===== src/rtl/multi_cycle_ctrl.sv =====
// Multi-cycle datapath controller: Moore FSM that sequences fetch, decode,
// memory, ALU and write-back steps for an eight-instruction MIPS subset.
`timescale 1ns/1ps

module multi_cycle_ctrl (
  input  logic       clk,
  input  logic       reset,
  input  logic [5:0] op,
  input  logic       zero,
  output logic       pc_write,
  output logic       pc_write_cond,
  output logic       i_or_d,
  output logic       mem_read,
  output logic       mem_write,
  output logic       ir_write,
  output logic       reg_dst,
  output logic       mem_to_reg,
  output logic       reg_write,
  output logic       alu_src_a,
  output logic [1:0] alu_src_b,
  output logic [1:0] alu_op,
  output logic [1:0] pc_source,
  output logic       ext_op,
  output logic [3:0] state,
  output logic       halted
);

  typedef enum logic [3:0] {
    S_IF   = 4'd0,
    S_ID   = 4'd1,
    S_MADR = 4'd2,
    S_MRD  = 4'd3,
    S_MWB  = 4'd4,
    S_MWR  = 4'd5,
    S_EXE  = 4'd6,
    S_RWB  = 4'd7,
    S_BEQ  = 4'd8,
    S_JMP  = 4'd9,
    S_IEXE = 4'd10,
    S_IWB  = 4'd11,
    S_HALT = 4'd15
  } state_t;

  localparam logic [5:0] OP_RTYPE = 6'b000000;
  localparam logic [5:0] OP_LW    = 6'b100011;
  localparam logic [5:0] OP_SW    = 6'b101011;
  localparam logic [5:0] OP_BEQ   = 6'b000100;
  localparam logic [5:0] OP_J     = 6'b000010;
  localparam logic [5:0] OP_ADDI  = 6'b001000;
  localparam logic [5:0] OP_ORI   = 6'b001101;
  localparam logic [5:0] OP_HLT   = 6'b111111;

  state_t state_q;
  state_t state_d;
  state_t cur;
  // ORI flag captured as IEXE ends so IWB does not depend on a live op.
  logic   ori_q;

  // The branch decision on zero is made by the datapath's pc_write_cond gate,
  // so the controller never looks at it.
  logic unused_zero;
  assign unused_zero = zero;

  // While reset is held the visible state is IF, whatever the register holds.
  assign cur = reset ? S_IF : state_q;

  // State register with synchronous reset back to IF from any state.
  always_ff @(posedge clk) begin
    // NOTE: non-blocking assignments so every register updates from pre-edge values.
    if (reset) begin
      state_q <= S_IF;
      ori_q   <= 1'b0;
    end else begin
      state_q <= state_d;
      if (state_q == S_IEXE) ori_q <= (op == OP_ORI);
    end
  end

  // Next-state logic; op is consulted only in ID, MADR and IEXE.
  always_comb begin
    // NOTE: default assigned first so no path leaves state_d unassigned (no latch).
    state_d = S_IF;
    case (state_q)
      S_IF: state_d = S_ID;
      S_ID: begin
        case (op)
          OP_LW, OP_SW:    state_d = S_MADR;
          OP_RTYPE:        state_d = S_EXE;
          OP_BEQ:          state_d = S_BEQ;
          OP_J:            state_d = S_JMP;
          OP_ADDI, OP_ORI: state_d = S_IEXE;
          OP_HLT:          state_d = S_HALT;
          default:         state_d = S_IF;
        endcase
      end
      S_MADR:  state_d = (op == OP_LW) ? S_MRD : S_MWR;
      S_MRD:   state_d = S_MWB;
      S_EXE:   state_d = S_RWB;
      S_IEXE:  state_d = S_IWB;
      S_HALT:  state_d = S_HALT;
      default: state_d = S_IF;
    endcase
  end

  // Moore output decode; strobes are forced low while reset is held.
  always_comb begin
    pc_write      = 1'b0;
    pc_write_cond = 1'b0;
    i_or_d        = 1'b0;
    mem_read      = 1'b0;
    mem_write     = 1'b0;
    ir_write      = 1'b0;
    reg_dst       = 1'b0;
    mem_to_reg    = 1'b0;
    reg_write     = 1'b0;
    alu_src_a     = 1'b0;
    alu_src_b     = 2'b00;
    alu_op        = 2'b00;
    pc_source     = 2'b00;
    ext_op        = 1'b1;
    halted        = 1'b0;
    state         = cur;
    case (cur)
      S_IF: begin
        mem_read  = 1'b1;
        ir_write  = 1'b1;
        alu_src_b = 2'b01;
        pc_write  = 1'b1;
      end
      S_ID:   alu_src_b = 2'b11;
      S_MADR: begin
        alu_src_a = 1'b1;
        alu_src_b = 2'b10;
      end
      S_MRD: begin
        mem_read = 1'b1;
        i_or_d   = 1'b1;
      end
      S_MWB: begin
        reg_write  = 1'b1;
        mem_to_reg = 1'b1;
      end
      S_MWR: begin
        mem_write = 1'b1;
        i_or_d    = 1'b1;
      end
      S_EXE: begin
        alu_src_a = 1'b1;
        alu_op    = 2'b10;
      end
      S_RWB: begin
        reg_write = 1'b1;
        reg_dst   = 1'b1;
      end
      S_BEQ: begin
        alu_src_a     = 1'b1;
        alu_op        = 2'b01;
        pc_source     = 2'b01;
        pc_write_cond = 1'b1;
      end
      S_JMP: begin
        pc_source = 2'b10;
        pc_write  = 1'b1;
      end
      S_IEXE: begin
        alu_src_a = 1'b1;
        alu_src_b = 2'b10;
        alu_op    = (op == OP_ORI) ? 2'b11 : 2'b00;
        ext_op    = (op != OP_ORI);
      end
      S_IWB: begin
        reg_write = 1'b1;
        ext_op    = ~ori_q;
      end
      S_HALT: halted = 1'b1;
      default: ext_op = 1'b0;
    endcase
    if (reset) begin
      pc_write      = 1'b0;
      pc_write_cond = 1'b0;
      mem_read      = 1'b0;
      mem_write     = 1'b0;
      ir_write      = 1'b0;
      reg_write     = 1'b0;
    end
  end

endmodule


===== config.mk =====
export PLATFORM = sky130hd
export DESIGN_NAME = multi_cycle_ctrl
export DESIGN_NICKNAME = d
export VERILOG_FILES = /design/src/rtl/multi_cycle_ctrl.sv
export SDC_FILE = /design/constraint.sdc
export NUM_CORES = 1
export LEC_CHECK = 0
export CAP_MARGIN = 20
export CORE_MARGIN = 2
export CORE_UTILIZATION = 36
export CTS_BUF_LIST = sky130_fd_sc_hd__clkbuf_16
export CTS_CLUSTER_DIAMETER = 40
export DETAILED_ROUTE_END_ITERATION = 8
export PLACE_DENSITY_LB_ADDON = 0.25
export SLEW_MARGIN = 5
export SYNTH_ARGS = -nofsm -noshare
export SYNTH_HDL_FRONTEND = slang
export SYNTH_SLANG_ARGS = --single-unit

===== constraint.sdc =====
create_clock -name clk -period 5.03 [get_ports clk]
set_input_delay 1.509 -clock clk [delete_from_list [all_inputs] [get_ports clk]]
set_output_delay 1.509 -clock clk [all_outputs]
set_load 0.01 [all_outputs]

==> key figures, run 1 <==
STA
  – Final hold viol count: 0
  – Worst Clk Skew: 0.00290 ns
  – Period minus WS final: 4.90 ns
  – Period utilization: 0.975
  – Worst slew pin tran: about 0.78 ns
  – Setup_tns: 0 ns
  – Final WS setup: around 0.13 ns
  – Peak Freq: 204 MHz
  – RSZ-0062 raised after global routing: no
  – Slew headroom: 0.477
  – Final Setup Violations: 0
  – Slew Limit Fails: 0

Clock network
  – Max clock buf depth: 2
  – Root Driver: clkbuf_16
  – Post-CTS Hold Buffers: 0
  – H-tree levels: 1
  – Clock slew at reported path FFs: 0.03 ns
  – CTS Buf Count: 3
  – CTS tree: done
  – Clk_lat worst skew: 0.22 ns
  – Clock tree sinks: 5

Drt
  – Detail Route Antenna Nets: 0
  – 1st-pass router iterations: 4
  – Initial DRC Count: 15
  – Final wirelength: 2.02 mm
  – Vias per inst: 5.34
  – Via count: 902
  – Routed len/inst: about 12 microns
  – Number of remaining DRC errors: 0

Floorplanning
  – Starting Density: 0.378
  – Core box area: 1920 sq um
  – # rows: 16
  – Die area: 2390 sq um
  – Chip height: ~49 microns
  – # IOs: 31
  – Die W: 48.9 microns

Yosys
  – Synthesis-stage register bit count: 5
  – Syn Std Cell Area: a little over 700 sq um
  – Synth top area share: 0.138
  – Seq/Total Area, Yosys: 0.138
  – Post-synth cell types: 38
  – Cell with the most instances after synthesis: a21oi_1
  – Mean post-synth cell area: between 6 and 7 sq um
  – Primary FF master, synth: dfxtp_1
  – Largest area contributor in the netlist: dfxtp_1
  – Commonest cells in the netlist: a21oi_1 (10), nor2_1 (9)
  – Post-synth EDFFs: 0
  – Post-Syn Nets: between 100 and 150
  – Post-synth ARST share: 0
  – Synth Warn #: 0
  – Synth area leaders: dfxtp_1 (14%), a21oi_1 (6.9%), buf_2 (5.5%)
  – Cells after synthesis: between 100 and 150

Setup path
  – Worst Path Arrival: 3.39 ns
  – WS Path Type: in -> out
  – Crit Path Max Fanout: 7
  – Startpoint types: input pin
  – Crit path top cell by count: clkdlybuf4s50_1
  – CP max stage cell: clkdlybuf4s50_1
  – CP required: between 3 and 4 ns
  – R2R Setup Slk: 3.13 ns
  – Critical path endpoint category: output port
  – CP max stage delay: 0.61 ns
  – Crit-path cells: clkdlybuf4s50_1 -> and3_1 -> nand2_1 -> a2111oi_0 -> clkdlybuf4s50_1

GRT
  – Initial antenna violation count: 0
  – GRT Total Usage: 0.172
  – GRT busiest layer: met2
  – Met1 usage: 0.206
  – Met2 usage: 0.315
  – M3 GR Usage: 0.0491
  – Grt total ovfl: 0
  – Global-route wire length before repair: 3.34 mm
  – Largest net degree at the start of global routing: 27
  – Vias in the first global route: 754

Place
  – GPL Wtd Cong: 0.857
  – Hpwl dp: 1.55 mm
  – PortBufs: 29
  – DP Area: between 1000 and 1500 sq um
  – Setup Slack @ Placement: 0.0815 ns

Cells and area
  – Multi-input gate area: 568 sq um
  – Reg area: between 100 and 150 sq um
  – Area Overhead vs Synth: 57.2%
  – Post-layout net count: between 150 and 200
  – Design area: 1140 sq um
  – Layout cells sized above 1: 0.127
  – Filler cell count in the final layout: 200
  – Inserted Diodes: 0
  – Final design utilization: 0.594

Worst hold path
  – Hold WC Path Type: reg -> reg

Run status
  – Status: finished, final reports clean

Job
  – Max Cap Viol: 0

Power and ir drop
  – Overall Power: 218 uW
  – Peak supply drop: 0.274 mV
  – Power Dens Cells: 191 nW/um^2
  – Leak Pwr: 0.000409 uW
==> state kept, by name (all words and copies together) (netlist names) <==
name	count
ori_q	1
state_q	4
==> per-layer routing <==
| layer | vias to the layer above | wire [microns] |
|---|---|---|
| met2 | 28 | 1020 |
| met1 | 403 | 910 |
| met4 | 0 | 0 |
| met3 | 0 | 88 |
| li1 | 471 | - |
| met5 | - | 0 |
==> layout make-up <==
type | count | area share
Clock buffer | 3 | 0.0658
Clock inverter | 1 | 0.00329
Inverter | 4 | 0.0132
Multi-Input combinational cell | 93 | 0.498
Sequential cell | 5 | 0.0877
Tap cell | 27 | 0.0296
Timing Repair Buffer | 36 | 0.303
==> worst max-delay path, delay by kind of cell <==
family	cells	cell delay (ns)
buffers and inverters	2	1.18
AOI/OAI and AO/OA	1	0.41
and+or+nand+nor	2	0.30
==> per-stage QoR <==
step	hold slack [ns]	cells
after floorplan	0.467	112
after global placement	0.510	165
after detailed placement	0.513	165
after CTS	0.518	169
after global routing	0.539	169
final	0.512	169
==> repair_timing <==
item | CTS | global route
gates resized for setup | 0 | 2
buffers inserted | 0 | 0
endpoints found under the setup margin | 0 | 2
==> logic make-up after synthesis <==
group,Yosys count,synth area share
compound gates,26,0.236
xor+xnor,3,0.0362
buf+inv,14,0.0862
flops,5,0.138
simple gates,64,0.503
==> power breakdown <==
group | leakage (uW) | total (uW) | switching [uW] | internal, uW
clock | 0.0000423 | 126 | 23.5 | 103
sequential | 0.0000406 | 47.1 | 6.05 | 41.1
combinational | 0.000326 | 45.1 | 20.8 | 24.4
==> final timing paths <==
check / startpoint / to / cells after the start
worst max-delay path: op[0] / alu_op[0] / 5
worst min-delay path: ori_q / ori_q / 2
worst max register to register: state_q[0] / state_q[2] / 4
worst min register to register: ori_q / ori_q / 2
==> cell usage in the layout, fill, tap and decap left out, types with 2 or more instances in the layout <==
cell,Yosys,layout
and3_1,2,2
a2111oi_0,2,2
nor2b_1,4,4
nand3_1,8,8
o31ai_1,2,2
nor4_1,5,5
nor3b_1,2,2
nand2b_1,5,5
nor3_1,8,7
inv_1,4,5
nor3_2,1,2
or3_1,2,2
or2_2,3,3
nor2_1,9,9
clkbuf_16,0,3
buf_4,0,7
a21oi_1,10,10
clkdlybuf4s50_1,0,28
xnor2_1,2,2
nand2_1,8,8
o21ai_0,4,4
dfxtp_1,5,5
(Power assumes the default switching activity.)
==> inputs of run 2 (changes only) <==
- CORE_UTILIZATION: 36 -> 45
==> key figures, run 2 (synthesis results as in run 1) <==
Setup path
  – WS Path Type: in -> out (unchanged)
  – Crit Path Max Fanout: 7 (unchanged)
  – Startpoint types: input pin (unchanged)
  – Worst Path Arrival: 3.18 ns (was 3.39 ns)
  – Critical path endpoint category: output port (unchanged)
  – CP required: 3.52 ns (about the same)
  – Reg2reg path depth: 4 (unchanged)

Cells and area
  – Non-filler instance count after layout: 158 (was 169)
  – Multi-input gate area: 564 sq um (was 568 sq um)
  – Commonest cells after routing, fill and taps aside: clkdlybuf4s50_1 (27), a21oi_1 (10), nor2_1 (9) (was clkdlybuf4s50_1 (28), a21oi_1 (10), nor2_1 (9), nand2_1 (8), nand3_1 (8))
  – Layout cells sized above 1: 0.120 (was 0.127)
  – Largest reg by FF count: state_q (unchanged)
  – Filler cell count in the final layout: 122 (was 200)
  – Largest regs: state_q: 4 flops, ori_q: 1 flops (unchanged)
  – Number of flip-flops under the largest register name: 4 (unchanged)
  – Most common cell after layout, fill and taps aside: clkdlybuf4s50_1 (unchanged)
  – Post-layout net count: 152 (unchanged)
  – Area Overhead vs Synth: 55.2% (was 57.2%)
  – Final design utilization: 0.748 (was 0.594)
  – Reg area: 100 sq um (unchanged)
  – Inserted Diodes: 0 (unchanged)

GRT
  – Vias in the first global route: 827 (was 754)
  – GRT Total Usage: 0.250 (was 0.172)
  – Initial antenna violation count: 0 (unchanged)
  – Largest net degree at the start of global routing: 27 (unchanged)
  – Global-route wire length before repair: 3.67 mm (was 3.34 mm)
  – Grt total ovfl: 0 (unchanged)

Power and ir drop
  – Peak supply drop: 0.231 mV (was 0.274 mV)
  – Leak Pwr: 0.000426 uW (was 0.000409 uW)
  – Power Dens Cells: 198 nW/um^2 (was 191 nW/um^2)
  – Overall Power: 223 uW (was 218 uW)

Drt
  – Via count: 920 (was 902)
  – Routed len/inst: 13.3 microns (was 12.0 microns)
  – Final wirelength: 2.11 mm (was 2.02 mm)
  – Vias per inst: 5.82 (was 5.34)
  – 1st-pass router iterations: 4 (unchanged)
  – Number of remaining DRC errors: 0 (unchanged)
  – Initial DRC Count: 19 (was 15)
  – Detail Route Antenna Nets: 0 (unchanged)

STA
  – Final Setup Violations: 0 (unchanged)
  – Setup_tns: 0 ns (unchanged)
  – Peak Freq: 213 MHz (was 204 MHz)
  – Final hold viol count: 0 (unchanged)
  – RSZ-0062 raised after global routing: no (unchanged)
  – Worst slew pin tran: 0.787 ns (was 0.783 ns)
  – Period minus WS final: 4.69 ns (was 4.90 ns)
  – Slew Limit Fails: 0 (unchanged)
  – Slew headroom: 0.474 (was 0.477)
  – Worst Clk Skew: 0.00492 ns (was 0.00290 ns)
  – Period utilization: 0.932 (was 0.975)

Place
  – Hpwl dp: 1.50 mm (was 1.55 mm)
  – GPL Wtd Cong: 0.817 (was 0.857)
  – Placed cell count: 154 (was 165)
  – PortBufs: 29 (unchanged)

Clock network
  – Root Driver: clkbuf_16 (unchanged)
  – CTS Buf Count: 3 (unchanged)
  – CTS tree: done (unchanged)
  – Max clock buf depth: 2 (unchanged)
  – H-tree levels: 1 (unchanged)
  – Clock tree sinks: 5 (unchanged)
  – Clock slew at reported path FFs: 0.04 ns (was 0.03 ns)
  – Post-CTS setup buffer count: 0 (unchanged)
  – Clk_lat worst skew: 0.23 ns (was 0.22 ns)

Floorplanning
  – Core box area: 1510 sq um (was 1920 sq um)
  – Die area: 1950 sq um (was 2390 sq um)
  – Starting Density: 0.482 (was 0.378)
  – # IOs: 31 (unchanged)
  – Die W: 44.2 microns (was 48.9 microns)
  – Chip height: 44.2 microns (was 48.9 microns)
  – # rows: 14 (was 16)

Worst hold path
  – Hold WC Path Type: reg -> reg (unchanged)
  – Hold Path Depth: 2 (unchanged)

Job
  – Max Cap Viol: 0 (unchanged)

Run status
  – Status: finished, final reports clean (unchanged)
-- run 2: layout make-up --
cell class                 count  area share
multi-input combinational     93       0.501
inverter                       4      0.0133
sequential                     5      0.0889
clock inverter                 1     0.00333
clock buffer                   3      0.0667
timing repair buffer          36       0.309
tap                           16      0.0178
-- run 2: path summary, 6_finish.rpt --
check | to | from | slack [ns]
setup reg to reg | state_q[0] | state_q[0] | 3.15
setup / recovery | ext_op | op[0] | 0.34
hold / removal | ori_q | ori_q | 0.56
hold reg to reg | ori_q | ori_q | 0.56
-- run 2: timing repair --
action	4_1_cts	5_1_grt
hold buffers	0	0
gates resized for setup	0	3
setup endpoints to repair	0	2
-- run 2: through the flow --
stage / setup slack (ns) / instance area [sq um] / hold slack, ns
after floorplan: 1.01 / 726 / 0.467
after global placement: 0.100 / 1040 / 0.521
after detailed placement: 0.0740 / 1040 / 0.511
after CTS: 0.0586 / 1120 / 0.557
after global routing: 0.215 / 1130 / 0.598
final: 0.340 / 1130 / 0.564
-- run 2: per-layer routing --
metal  vias to the layer above  track usage  share of wire
li1                        468            -              -
met1                       416        0.304           0.42
met2                        32        0.421           0.50
met3                         4       0.0531          0.054
met4                         0        0.109          0.017
met5                         -            0              0
-- run 2: report_power, final --
group / leakage [uW] / switching, uW / internal, uW
registers: 0.0000406 / 6.23 / 41.1
clock network: 0.0000423 / 27.0 / 103
logic: 0.000343 / 21.0 / 24.3
-- run 2: critical path, cell delays in order --
cell and delay [ns]:
clkdlybuf4s50_1 0.51, and3_1 0.22, a31oi_1 0.16, nor2_1 0.06, o21ai_0 0.16, clkdlybuf4s50_1 0.56
==> inputs of run 3 (changes only) <==
- CORE_MARGIN: 2 -> unset
==> key figures, run 3 (synthesis results as in run 1) <==
Power and ir drop
  – Clk pwr share: 0.581 (was 0.584)
  – Switching pwr: 49.7 uW (was 54.2 uW)
  – Power share of the combinational group: 0.202 (was 0.203)
  – Sw frac: 0.229 (was 0.244)
  – Leak Pwr: 0.000403 uW (was 0.000426 uW)
  – Peak supply drop: 0.298 mV (was 0.231 mV)
  – Power Dens Cells: 195 nW/um^2 (was 198 nW/um^2)
  – Part of the power in registers: 0.218 (was 0.212)
  – Int Pwr: 167 uW (was 168 uW)

Worst hold path
  – Hold WC Path Type: reg -> reg (unchanged)
  – Hold Path Depth: 2 (unchanged)
  – Hold Crit Start: ori_q (unchanged)
  – WHS Endpoint: ori_q (unchanged)

Drt
  – Initial DRC Count: 13 (was 19)
  – Number of remaining DRC errors: 0 (unchanged)
  – Via count: 919 (was 920)
  – Vias per inst: 5.85 (was 5.82)
  – Detail Route Antenna Nets: 0 (unchanged)
  – 1st-pass router iterations: 4 (unchanged)
  – Final wirelength: 1.98 mm (was 2.11 mm)
  – Routed len/inst: 12.6 microns (was 13.3 microns)

STA
  – Hold_ws: 0.531 ns (was 0.564 ns)
  – Peak Freq: 204 MHz (was 213 MHz)
  – Period minus WS final: 4.91 ns (was 4.69 ns)
  – Setup_tns: 0 ns (unchanged)
  – Final hold viol count: 0 (unchanged)
  – Period utilization: 0.975 (was 0.932)
  – Slew Limit Fails: 0 (unchanged)
  – Slew headroom: 0.478 (was 0.474)
  – Worst Clk Skew: 0.00226 ns (was 0.00492 ns)
  – RSZ-0062 raised after global routing: no (unchanged)
  – Final Setup Violations: 0 (unchanged)
  – Worst slew pin tran: 0.782 ns (was 0.787 ns)

Setup path
  – CP required: 3.52 ns (about the same)
  – Reg2reg path depth: 4 (unchanged)
  – Worst r2r src: state_q[0] (unchanged)
  – CP max stage cell: clkdlybuf4s50_1 (unchanged)
  – Bufs and invs on worst path: 2 (unchanged)
  – Delay-heaviest family, CP: buffers and inverters (unchanged)
  – CP max stage delay: 0.60 ns (was 0.56 ns)
  – Worst Setup SP: op[2] (was op[0])
  – Worst Path Arrival: 3.40 ns (was 3.18 ns)
  – Crit path top cell by count: clkdlybuf4s50_1 (unchanged)
  – R2R Setup Slk: 3.10 ns (was 3.15 ns)
  – Crit Path Max Fanout: 8 (was 7)
  – Startpoint types: input pin (unchanged)
  – Crit-path cells: clkdlybuf4s50_1 -> and3_1 -> nand2_1 -> a2111oi_1 -> clkdlybuf4s50_1 (was clkdlybuf4s50_1 -> and3_1 -> a31oi_1 -> nor2_1 -> o21ai_0 -> clkdlybuf4s50_1)
  – R2r endpoint: state_q[2] (was state_q[0])
  – WS Path Type: in -> out (unchanged)
  – Critical path endpoint category: output port (unchanged)

Floorplanning
  – Die W: 42.2 microns (was 44.2 microns)
  – # rows: 14 (unchanged)
  – Die area: 1780 sq um (was 1950 sq um)
  – Chip height: 42.2 microns (was 44.2 microns)
  – Core box area: 1510 sq um (unchanged)
  – Starting Density: 0.482 (unchanged)
  – # IOs: 31 (unchanged)

Clock network
  – Max clock buf depth: 2 (unchanged)
  – Post-CTS Hold Buffers: 0 (unchanged)
  – Clk_lat worst skew: 0.22 ns (was 0.23 ns)
  – Root Driver: clkbuf_16 (unchanged)
  – Clock slew at reported path FFs: 0.03 ns (was 0.04 ns)
  – Clock tree sinks: 5 (unchanged)
  – CTS tree: done (unchanged)
  – Post-CTS setup buffer count: 0 (unchanged)
  – H-tree levels: 1 (unchanged)
  – CTS Buf Count: 3 (unchanged)

GRT
  – Initial antenna violation count: 0 (unchanged)
  – Largest net degree at the start of global routing: 27 (unchanged)
  – GRT Total Usage: 0.250 (about the same)
  – Grt total ovfl: 0 (unchanged)
  – Vias in the first global route: 820 (was 827)
  – Global-route wire length before repair: 3.50 mm (was 3.67 mm)

Cells and area
  – Post-layout net count: 151 (was 152)
  – Largest regs: state_q: 4 flops, ori_q: 1 flops (unchanged)
  – Layout cells sized above 1: 0.113 (was 0.120)
  – Most common cell after layout, fill and taps aside: clkdlybuf4s50_1 (unchanged)
  – Area Overhead vs Synth: 53.8% (was 55.2%)
  – Commonest cells after routing, fill and taps aside: clkdlybuf4s50_1 (28), a21oi_1 (10), nor2_1 (9) (was clkdlybuf4s50_1 (27), a21oi_1 (10), nor2_1 (9))
  – Inserted Diodes: 0 (unchanged)
  – Number of flip-flops under the largest register name: 4 (unchanged)
  – Largest reg by FF count: state_q (unchanged)

Place
  – GPL Wtd Cong: 0.787 (was 0.817)
  – Hpwl dp: 1.48 mm (was 1.50 mm)
  – PortBufs: 29 (unchanged)

Run status
  – Status: finished, final reports clean (unchanged)

Job
  – Max Cap Viol: 0 (unchanged)
-- run 3: cell count changes in the layout (fill, tap and decap cells not counted) --
cell / delta
buf_4: -1
clkdlybuf4s50_1: +1
dlymetal6s2s_1: -1
-- run 3: worst max path at each step --
stage	depth (start not counted)	slack, ns	end
2_1_floorplan	3	1.01	alu_op[0]
3_3_place_gp	6	0.09	alu_op[1]
3_5_place_dp	5	0.08	alu_op[0]
4_1_cts	5	0.09	alu_op[0]
5_1_grt	5	0.01	alu_op[0]
6_report	5	0.12	alu_op[0]
-- run 3: worst min-delay path: cells and delay by family (launching register included) --
family	cells	cell delay, ns
compound gates	2	0.18
flops	1	0.30
-- run 3: timing repair --
action | 4_1_cts | 5_1_grt
endpoints found under the setup margin | 0 | 2
resized for setup | 0 | 2
endpoints found under the hold margin | 0 | 0
-- run 3: power groups by stage --
stage / Combinational [uW] / Clock [uW] / Sequential (uW)
finish: 43.8 / 126 / 47.3
global route: 47.9 / 133 / 48.2
CTS: 43.8 / 129 / 47.2
detailed placement: 43.5 / 0 / 47.6
global placement: 42.7 / 0 / 47.5
floorplan: 26.8 / 0 / 42.1
-- run 3: area by class of cell --
cell class                      instances  area, sq um
Inverter                                4         15.0
Clock buffer                            3         75.1
Timing Repair Buffer                   35          338
Fill cell                             121          390
Multi-Input combinational cell         93          564
Tap cell                               16         20.0
Sequential cell                         5          100
Clock inverter                          1         3.75
-- run 3: metal layers --
metal	up-vias	GRT usage	wire length (microns)
met2	31	0.431	1030
li1	472	-	-
met1	414	0.293	855
met3	2	0.0862	95
met4	0	0.0688	5
met5	-	0	0
-- run 3: metrics by stage --
step | setup WS (ns) | instance area (sq um) | total power (uW) | cells | utilization
after floorplan | 1.01 | 726 | 68.8 | 112 | -
after global placement | 0.0939 | 1030 | 90.2 | 153 | 0.686
after detailed placement | 0.0803 | 1030 | 91.1 | 153 | 0.686
after CTS | 0.0897 | 1110 | 220 | 157 | 0.738
after global routing | 0.0127 | 1120 | 229 | 157 | 0.741
final | 0.125 | 1120 | 217 | 157 | 0.741
